$ cat config.mk
export PLATFORM = sky130hd
export DESIGN_NAME = ifu
export DESIGN_NICKNAME = d
export VERILOG_FILES = /design/src/rtl/cpu_pkg.sv /design/src/rtl/ifu_skid.sv /design/src/rtl/ifu.sv
export SDC_FILE = /design/constraint.sdc
export NUM_CORES = 1
export LEC_CHECK = 0
export BUFFER_PORTS_ARGS = -buffer_cell sky130_fd_sc_hd__clkbuf_2
export CAP_MARGIN = 20
export CORE_UTILIZATION = 40
export DETAILED_ROUTE_END_ITERATION = 12
export REMOVE_ABC_BUFFERS = 1
export SLEW_MARGIN = 20
export SYNTH_ARGS = -nofsm -noshare
export SYNTH_HDL_FRONTEND = slang
export SYNTH_SLANG_ARGS = --single-unit
export TNS_END_PERCENT = 50
$ cat constraint.sdc
create_clock -name clk_i -period 6.5 [get_ports clk_i]
set_input_delay 1.3 -clock clk_i [delete_from_list [all_inputs] [get_ports clk_i]]
set_output_delay 1.3 -clock clk_i [all_outputs]
set_load 0.05 [all_outputs]
$ cat src/rtl/cpu_pkg.sv
// Shared CPU front-end definitions: fetch FSM states and instruction constants.
package cpu_pkg;

  typedef enum logic [1:0] {
    S_BOOT  = 2'd0,
    S_RUN   = 2'd1,
    S_DRAIN = 2'd2
  } ifu_state_t;

  localparam logic [31:0] NOP_INST   = 32'h0000_0013;
  localparam int unsigned ILEN_BYTES = 4;

  function automatic logic is_misaligned(input logic [1:0] lo);
    return lo != 2'b00;
  endfunction

endpackage

$ cat src/rtl/ifu_skid.sv
// One-entry {pc, inst} holding buffer for a word that returns while decode is stalled.
module ifu_skid #(
  parameter int unsigned XLEN = 32
) (
  input  logic            clk_i,
  input  logic            rst_n_i,
  input  logic            clr,
  input  logic            push,
  input  logic            pop,
  input  logic [XLEN-1:0] push_pc,
  input  logic [XLEN-1:0] push_inst,
  output logic            valid,
  output logic [XLEN-1:0] pc,
  output logic [XLEN-1:0] inst
);

  // A simultaneous push and pop replaces the entry and keeps it valid.
  always_ff @(posedge clk_i or negedge rst_n_i) begin
    if (!rst_n_i) begin
      valid <= 1'b0;
    end else if (clr) begin
      valid <= 1'b0;
    end else if (push) begin
      valid <= 1'b1;
    end else if (pop) begin
      valid <= 1'b0;
    end
  end

  always_ff @(posedge clk_i) begin
    if (push && !clr) begin
      pc   <= push_pc;
      inst <= push_inst;
    end
  end

endmodule

$ cat src/rtl/ifu.sv
// Instruction fetch unit: owns the PC, issues single-outstanding IRAM reads,
// and presents IR/PC to decode with a one-entry skid for stalls.
module ifu #(
  parameter int unsigned     XLEN     = 32,
  parameter logic [XLEN-1:0] RESET_PC = '0,
  parameter logic [XLEN-1:0] NOP_INST = XLEN'(cpu_pkg::NOP_INST)
) (
  input  logic            clk_i,
  input  logic            rst_n_i,
  input  logic            stall_i,
  input  logic            pc_wr_en_i,
  input  logic [XLEN-1:0] pc_wr_data_i,
  output logic            iram_rd_req_o,
  output logic [XLEN-1:0] iram_rd_addr_o,
  input  logic            iram_rd_ack_i,
  input  logic [XLEN-1:0] iram_rd_data_i,
  output logic [XLEN-1:0] ir_rd_data_o,
  output logic            ir_valid_o,
  output logic [XLEN-1:0] pc_rd_data_o,
  output logic            misaligned_o
);

  import cpu_pkg::*;

  ifu_state_t      state;
  logic [XLEN-1:0] fetch_pc;
  logic [XLEN-1:0] drain_addr;
  logic [XLEN-1:0] ir;
  logic [XLEN-1:0] pc_rd;
  logic            ir_valid;
  logic            pend;
  logic            mis;

  logic            skid_valid;
  logic            skid_push;
  logic            skid_pop;
  logic [XLEN-1:0] skid_pc;
  logic [XLEN-1:0] skid_inst;

  logic            ack;
  logic            consume;
  logic            data_ok;

  // A pending request stays up even if the skid fills behind it.
  always_comb begin
    iram_rd_req_o = 1'b0;
    case (state)
      S_RUN:   iram_rd_req_o = !skid_valid || pend;
      S_DRAIN: iram_rd_req_o = 1'b1;
      default: iram_rd_req_o = 1'b0;
    endcase
  end

  assign iram_rd_addr_o = (state == S_DRAIN) ? drain_addr : fetch_pc;

  assign ack     = iram_rd_req_o && iram_rd_ack_i;
  assign consume = ir_valid && !stall_i && !pc_wr_en_i;
  assign data_ok = ack && (state == S_RUN) && !pc_wr_en_i;

  // Returned word lands in the skid when IR stays occupied after this edge.
  assign skid_pop  = consume && skid_valid;
  assign skid_push = data_ok && ir_valid && (!consume || skid_valid);

  ifu_skid #(.XLEN(XLEN)) u_skid (
    .clk_i     (clk_i),
    .rst_n_i   (rst_n_i),
    .clr       (pc_wr_en_i),
    .push      (skid_push),
    .pop       (skid_pop),
    .push_pc   (fetch_pc),
    .push_inst (iram_rd_data_i),
    .valid     (skid_valid),
    .pc        (skid_pc),
    .inst      (skid_inst)
  );

  always_ff @(posedge clk_i or negedge rst_n_i) begin
    if (!rst_n_i) begin
      state    <= S_BOOT;
      fetch_pc <= RESET_PC;
      pend     <= 1'b0;
      mis      <= 1'b0;
    end else begin
      mis  <= pc_wr_en_i && is_misaligned(pc_wr_data_i[1:0]);
      pend <= iram_rd_req_o && !iram_rd_ack_i;
      case (state)
        S_BOOT:  state <= S_RUN;
        S_RUN:   if (pc_wr_en_i && iram_rd_req_o && !iram_rd_ack_i) state <= S_DRAIN;
        S_DRAIN: if (iram_rd_ack_i) state <= S_RUN;
        default: state <= S_BOOT;
      endcase
      if (pc_wr_en_i) begin
        fetch_pc <= {pc_wr_data_i[XLEN-1:2], 2'b00};
      end else if (data_ok) begin
        fetch_pc <= fetch_pc + XLEN'(ILEN_BYTES);
      end
    end
  end

  // The abandoned request must keep its original address until acked.
  always_ff @(posedge clk_i) begin
    if (state == S_RUN && pc_wr_en_i && iram_rd_req_o && !iram_rd_ack_i) begin
      drain_addr <= fetch_pc;
    end
  end

  always_ff @(posedge clk_i or negedge rst_n_i) begin
    if (!rst_n_i) begin
      ir       <= NOP_INST;
      ir_valid <= 1'b0;
      pc_rd    <= RESET_PC;
    end else if (pc_wr_en_i) begin
      ir       <= NOP_INST;
      ir_valid <= 1'b0;
    end else if (consume) begin
      if (skid_valid) begin
        ir    <= skid_inst;
        pc_rd <= skid_pc;
      end else if (data_ok) begin
        ir    <= iram_rd_data_i;
        pc_rd <= fetch_pc;
      end else begin
        ir       <= NOP_INST;
        ir_valid <= 1'b0;
      end
    end else if (data_ok && !ir_valid) begin
      ir       <= iram_rd_data_i;
      pc_rd    <= fetch_pc;
      ir_valid <= 1'b1;
    end
  end

  assign ir_rd_data_o = ir;
  assign ir_valid_o   = ir_valid;
  assign pc_rd_data_o = pc_rd;
  assign misaligned_o = mis;

endmodule

# --- After elaboration in Yosys (flattened, before gate mapping) ---
# Cells that the tools add are included.
totals:
  memories: 0
  out_inout_bits: 99
  reg_bits: 198
  romBits: 0
  in_bits: 69
  latchBits: 0
  elab_cells: 78
  mem_bits_rw: 0
op_classes:
  muxes: 24
  add_sub_neg: 1
  n_mul: 0
  n_shift: 0
  bitwise_logic: 1
  div: 0
  eq_ne: 7
  n_reduce_logical: 34
  order_cmp: 0
op_table:
  columns: ["cell", "n"]
  rows:
  - ["32-bit two-way mux", 12]
  - ["32-bit by 3-bit adder with 32-bit output (second input constant)", 1]
  - ["1-bit logical AND", 17]
  - ["1-bit two-way mux", 8]
  - ["1-bit logical NOT", 6]
  - ["3-bit != test (second input constant)", 2]
  - ["2-bit case mux with 3 select lines", 1]
  - ["3-bit AND reduction", 2]
  - ["2-bit nonzero test", 3]
  - ["3-bit nonzero test", 2]
  - ["2-bit two-way mux", 2]
  - ["3-bit by 1-bit != test with 1-bit output (second input constant)", 1]
  - ["2-bit by 1-bit equality test with 1-bit output (second input constant)", 1]
  - ["2-bit equality test (second input constant)", 1]
  - ["2-bit logical NOT", 1]
  - ["1-bit logical OR", 2]
  - ["2-bit by 1-bit != test with 1-bit output (second input constant)", 1]
  - ["2-bit != test (second input constant)", 1]
  - ["1-bit case mux with 2 select lines", 1]
  - ["2-bit AND reduction", 1]
  - ["1-bit inverter", 1]

# --- Longest topological paths before layout ---
depth:
  word_depth: 10
  depth_mapped: 10
  mapped_depth_nobuf: 6

# --- Hierarchy ---
# From an unflattened synthesis, not the netlist that was laid out.
unflattened:
  hier_cells: 631
  hier_area_um2: 8533.2
modules_own_cells:
  columns: ["module", "seq_area_each_um2", "area_per_inst_um2", "instances", "cells_per_inst"]
  rows:
  - ["ifu", 3382.0, 6563.8, 1, 562]
  - ["ifu_skid", 1946.9, 1969.4, 1, 69]

# --- Worst setup path after synthesis ---
# No wires, ideal clock.
synth_path:
  path_kind: "input to register"
  start: "input port pc_wr_en_i"
  end: "register u_skid.inst[0] (enable)"
  path_stages: 3
  setup_ns: 0.558
  required_ns: 5.942
  arrival_time_ns: 5.971
  path_buffers: 2
  slack_ns: -0.029
  cell_sequence: "clkbuf_1 > clkbuf_1 > nor3_1"
synth_via:
  elab_chain_cells: 6
  elab_cells_between_ends: 8
  classes_between: "reduce/logical (8)"
synth_rtl:
  columns: ["element", "line", "text"]
  rows:
  - ["start: declaration", "ifu.sv:11", "input logic pc_wr_en_i,"]
  - ["1-bit logical NOT (*)", "ifu_skid.sv:31, ifu.sv:57, ifu.sv:58", null]
  - ["1-bit logical AND", "ifu.sv:57", "assign consume = ir_valid && !stall_i && !pc_wr_en_i;"]
  - ["1-bit logical NOT", "ifu.sv:62", "assign skid_push = data_ok && ir_valid && (!consume || skid_valid);"]
  - ["1-bit logical OR", "ifu.sv:62", null]
  - ["1-bit logical AND", "ifu.sv:62", null]
  - ["1-bit logical AND (*)", "ifu_skid.sv:31", "if (push && !clr) begin"]
  - ["end signal: assignment", "ifu_skid.sv:33", "inst <= push_inst;"]
  - ["end: declaration", "ifu_skid.sv:14", "output logic [XLEN-1:0] inst"]
# Mark *: on every way between the ends. The rest lies on a longest branch, timed or not.
# A chain may end at the register's enable or synchronous reset.

# --- Worst setup path after layout ---
layout_path:
  start: "register state[0]"
  end: "register ir[8] (netlist: ir_rd_data_o[8])"
layout_via:
  elab_chain_cells: 9
  elab_cells_between_ends: 12
  classes_between: "eq/ne (2); mux (5); reduce/logical (5)"
layout_rtl:
  columns: ["element", "line", "text"]
  rows:
  - ["start: declaration", "ifu.sv:25", "ifu_state_t state;"]
  - ["start signal: assignment", "ifu.sv:79", "state <= S_BOOT;"]
  - ["start signal: assignment", "ifu.sv:87", "S_BOOT: state <= S_RUN;"]
  - ["start signal: assignment", "ifu.sv:88", "S_RUN: if (pc_wr_en_i && iram_rd_req_o && !iram_rd_ack_i) state <= S_DRAIN;"]
  - ["2-bit equality test or 2-bit by 1-bit equality test with 1-bit output (tied branches)", "ifu.sv:47, ifu.sv:58", null]
  - ["1-bit case mux with 2 select lines", "ifu.sv:47", "case (state)"]
  - ["1-bit logical AND", "ifu.sv:56", "assign ack = iram_rd_req_o && iram_rd_ack_i;"]
  - ["1-bit logical AND (*) (2 in series)", "ifu.sv:58", "assign data_ok = ack && (state == S_RUN) && !pc_wr_en_i;"]
  - ["32-bit two-way mux", "ifu.sv:119", "end else if (data_ok) begin"]
  - ["32-bit two-way mux", "ifu.sv:116", "if (skid_valid) begin"]
  - ["32-bit two-way mux", "ifu.sv:115", "end else if (consume) begin"]
  - ["32-bit two-way mux", "ifu.sv:112", "end else if (pc_wr_en_i) begin"]
  - ["end signal: assignment", "ifu.sv:117", "ir <= skid_inst;"]
  - ["end signal: assignment", "ifu.sv:120", "ir <= iram_rd_data_i;"]
  - ["end signal: assignment", "ifu.sv:127", "ir <= iram_rd_data_i;"]
  - ["end: declaration", "ifu.sv:28", "logic [XLEN-1:0] ir;"]
# Marks and branches as above.

==> flow_summary.ini <==
[outcome]
status = finished clean

[die]
coreArea_mm2 = 0.0203
ios = 168
die-area_mm2 = 0.0213
rows = 52
initial_core_util_pct = 40.8
die_h_um = 146
die_w_um = 146

[finish]
mostFrequentLayoutCells = 162 x clkbuf_2, 95 x dfrtp_1, 92 x edfxtp_1, 47 x mux2_1, 40 x mux2_2
finish.utilization_pct = 48.9
antenna_cells_inserted = 0
layout_commonest_cell = clkbuf_2
syn2layout_area_growth_pct = 19.9
drive_gt1_share_pct = 32.3
nets = 835
fillers = 1838

[route]
antenna_left = 0
route.detailed.drc = 0
drtPass1Iterations = 5
vias_per_cell = 5.58
routedWlPerCell_um = 19.8
drtIter0Drc = 455
routed_wl_mm = 20.7
vias = 5834

[placement]
dp_slack_ns = 2.35
gp_congestion = 0.828
hpwlAfterDp_mm = 13.4
port_buffers = 163

[synth]
avgSynthCellArea_um2 = 13.4
syn_area_mm2 = 0.00828
yosysWarnings = 0
synth.mux.area_fraction_pct = 11.9
synth_xor_area_share_pct = 0.634
ys_seq_area_share_pct = 63.0
synth-edff-count = 92
synth-compound-area-share_pct = 11.6
async_flop_share_pct = 51.6
synth_top_family_by_area = multiplexers
synth_cell_type_count = 49
synth_area_leader_cell = edfxtp_1
synthAdderAreaFrac_pct = 0.604
synth.area.top_cells = edfxtp_1 33%, dfrtp_1 29%, mux2_1 6.4%, mux2_2 5.4%, o2bb2ai_1 3.1%
synth_cells = 617
synth_seq_cells = 190
synth_flop_cell = dfrtp_1
yosysTopAreaCellShare_pct = 33.3
synth-simple-area-share_pct = 9.17

[worst_hold_path]
min_from = pc_rd_data_o[10]
worstHoldEndpoint = pc_rd_data_o[10]
hold_path.class = flop to flop
holdPathStages = 1

[sta]
slew_headroom_pct = 21.9
fin_crit_sh_pct = 64.5
worst_clock_skew_ns = 0.0120
finalHoldViolations = 0
worstMarginPinSlew_ns = 1.16
rsz0062_at_grt = false
maxSlewViolCount = 0
layout_setup_ws_ns = 2.31
fin_crit_ns = 4.19
fmax_mhz = 238
setup_viol = 0

[power]
power-per-cell-area_mw_per_mm2 = 420
ir_worst_vdd_mv = 0.292
leakage_nw = 3.97

[global_route]
top_usage_layer = met2
antenna_found_initial = 0
use_met1_pct = 28.6
grt_pass1_wl_mm = 33.1
track_usage_pct = 20.1
first_global_vias = 5916
grtUsageMet3_pct = 4.20
use_met2_pct = 31.3
grt-ovfl-total = 0
grt_max_degree = 71

[clock_tree]
cts.sinks = 190
ctsResizeCount = 0
postCtsHoldBufs = 0
cts_root_buf = clkbuf_16
clk_latency_ns = 0.43
htree_levels = 4
cts_made_buffers = 17
path_clk_slew_ns = 0.06
cts_setup_buffers = 0
cts_buffer_depth = 2
cts_tree = done

[worst_setup_path]
end_kind = flop
r2r_slack_ns = 2.31
critPathArrivalTime_ns = 4.51
worstReg2RegStart = state[0]
r2r_end = ir_rd_data_o[8]
startpoint_type = flop
reg2regPathDepth = 6
crit_type = flop to flop
crit_fanout = 42
required_ns = 6.82

[job]
max-cap-violations = 0
logic make-up (layout without fill, tap and decap cells):
logic type	Yosys count	after routing
DFF	190	190
and+or+nand+nor	139	139
AOI/OAI and AO/OA	131	131
muxes	88	88
buffers and inverters	58	213
xor gates and xnor gates	6	6
adders and majority gates	4	4
other	1	4
synth_stat cells, drive strengths merged, types with 3 or more instances:
cell type,n
dfrtp,95
edfxtp,92
mux2,87
a22oi,30
nand2,29
o2bb2ai,29
clkbuf,28
nor2,27
a31oi,20
or4,20
buf,19
o21ai,19
nand3,18
o31ai,17
nand4,11
inv,10
nor4,6
nor3,5
and4,4
ha,4
a21oi,3
and3,3
dfstp,3
o32a,3
o41ai,3
or4b,3
xnor2,3
xor2,3
layout make-up:
cell class / instances / area, um^2 / share of cell area [%]
Multi-Input combinational cell: 372 / 2850 / 28.7
Tap cell: 270 / 338 / 3.40
Inverter: 11 / 41.3 / 0.416
Sequential cell: 190 / 5220 / 52.6
Clock inverter: 10 / 151 / 1.52
Clock buffer: 22 / 464 / 4.67
Timing Repair Buffer: 170 / 871 / 8.77
flip-flops by register name, summed over array words and instances, names as in the netlist:
| name | flops |
|---|---|
| misaligned_o | 1 |
| u_skid.inst | 32 |
| u_skid.pc | 30 |
| state | 2 |
| ir_valid_o | 1 |
| pend | 1 |
| u_skid.valid | 1 |
| ir_rd_data_o | 32 |
| fetch_pc | 30 |
| drain_addr | 30 |
| pc_rd_data_o | 30 |
metrics by stage:
| step | power [W] | instance area, um^2 | hold slack [ns] | setup TNS [ns] | instances |
|---|---|---|---|---|---|
| 4_1_cts | 0.00420 | 9930 | 0.494 | 0 | 1045 |
| 6_report | 0.00417 | 9930 | 0.488 | 0 | 1045 |
| 5_1_grt | 0.00435 | 9930 | 0.504 | 0 | 1045 |
| 3_5_place_dp | 0.00312 | 9320 | 0.474 | 0 | 1013 |
| 3_3_place_gp | 0.00308 | 9310 | 0.469 | 0 | 1013 |
| 2_1_floorplan | 0.00270 | 8080 | 0.476 | -16.87 | 573 |
where the power goes:
group / leakage (nW) / internal (W) / switching (W) / total [W]
Sequential: 2.03 / 0.00147 / 0.000141 / 0.00161
Clock: 0.300 / 0.000633 / 0.000453 / 0.00109
Combinational: 1.64 / 0.000360 / 0.00111 / 0.00147
Total: 3.97 / 0.00246 / 0.00171 / 0.00417
layer usage:
layer  vias to the layer above  wire length, um  part of all wire, %
met3                        16             1360                  6.6
li1                       2677                -                    -
met4                         0              233                  1.1
met5                         -                0                    0
met2                       227             9690                   47
met1                      2914             9390                   45
worst max path at each step:
stage | end | from | slack, ns | cells after the start
floorplan | u_skid.inst[0] | state[0] | -0.27 | 5
global placement | pc_rd_data_o[17] | pc_wr_en_i | 2.63 | 7
detailed placement | ir_rd_data_o[8] | state[0] | 2.35 | 6
CTS | ir_rd_data_o[8] | state[0] | 2.34 | 6
global route | ir_rd_data_o[8] | state[0] | 2.03 | 6
finish | ir_rd_data_o[8] | state[0] | 2.31 | 6
worst max-delay path, cell delays in order (launching register included):
cell       delay [ns]
dfrtp_1          0.38
inv_1            0.12
ha_2             0.91
nor3b_1          0.28
o31ai_1          1.00
nand2_1          0.95
o2bb2ai_1        0.43
Power figures use the tool's default switching activity.
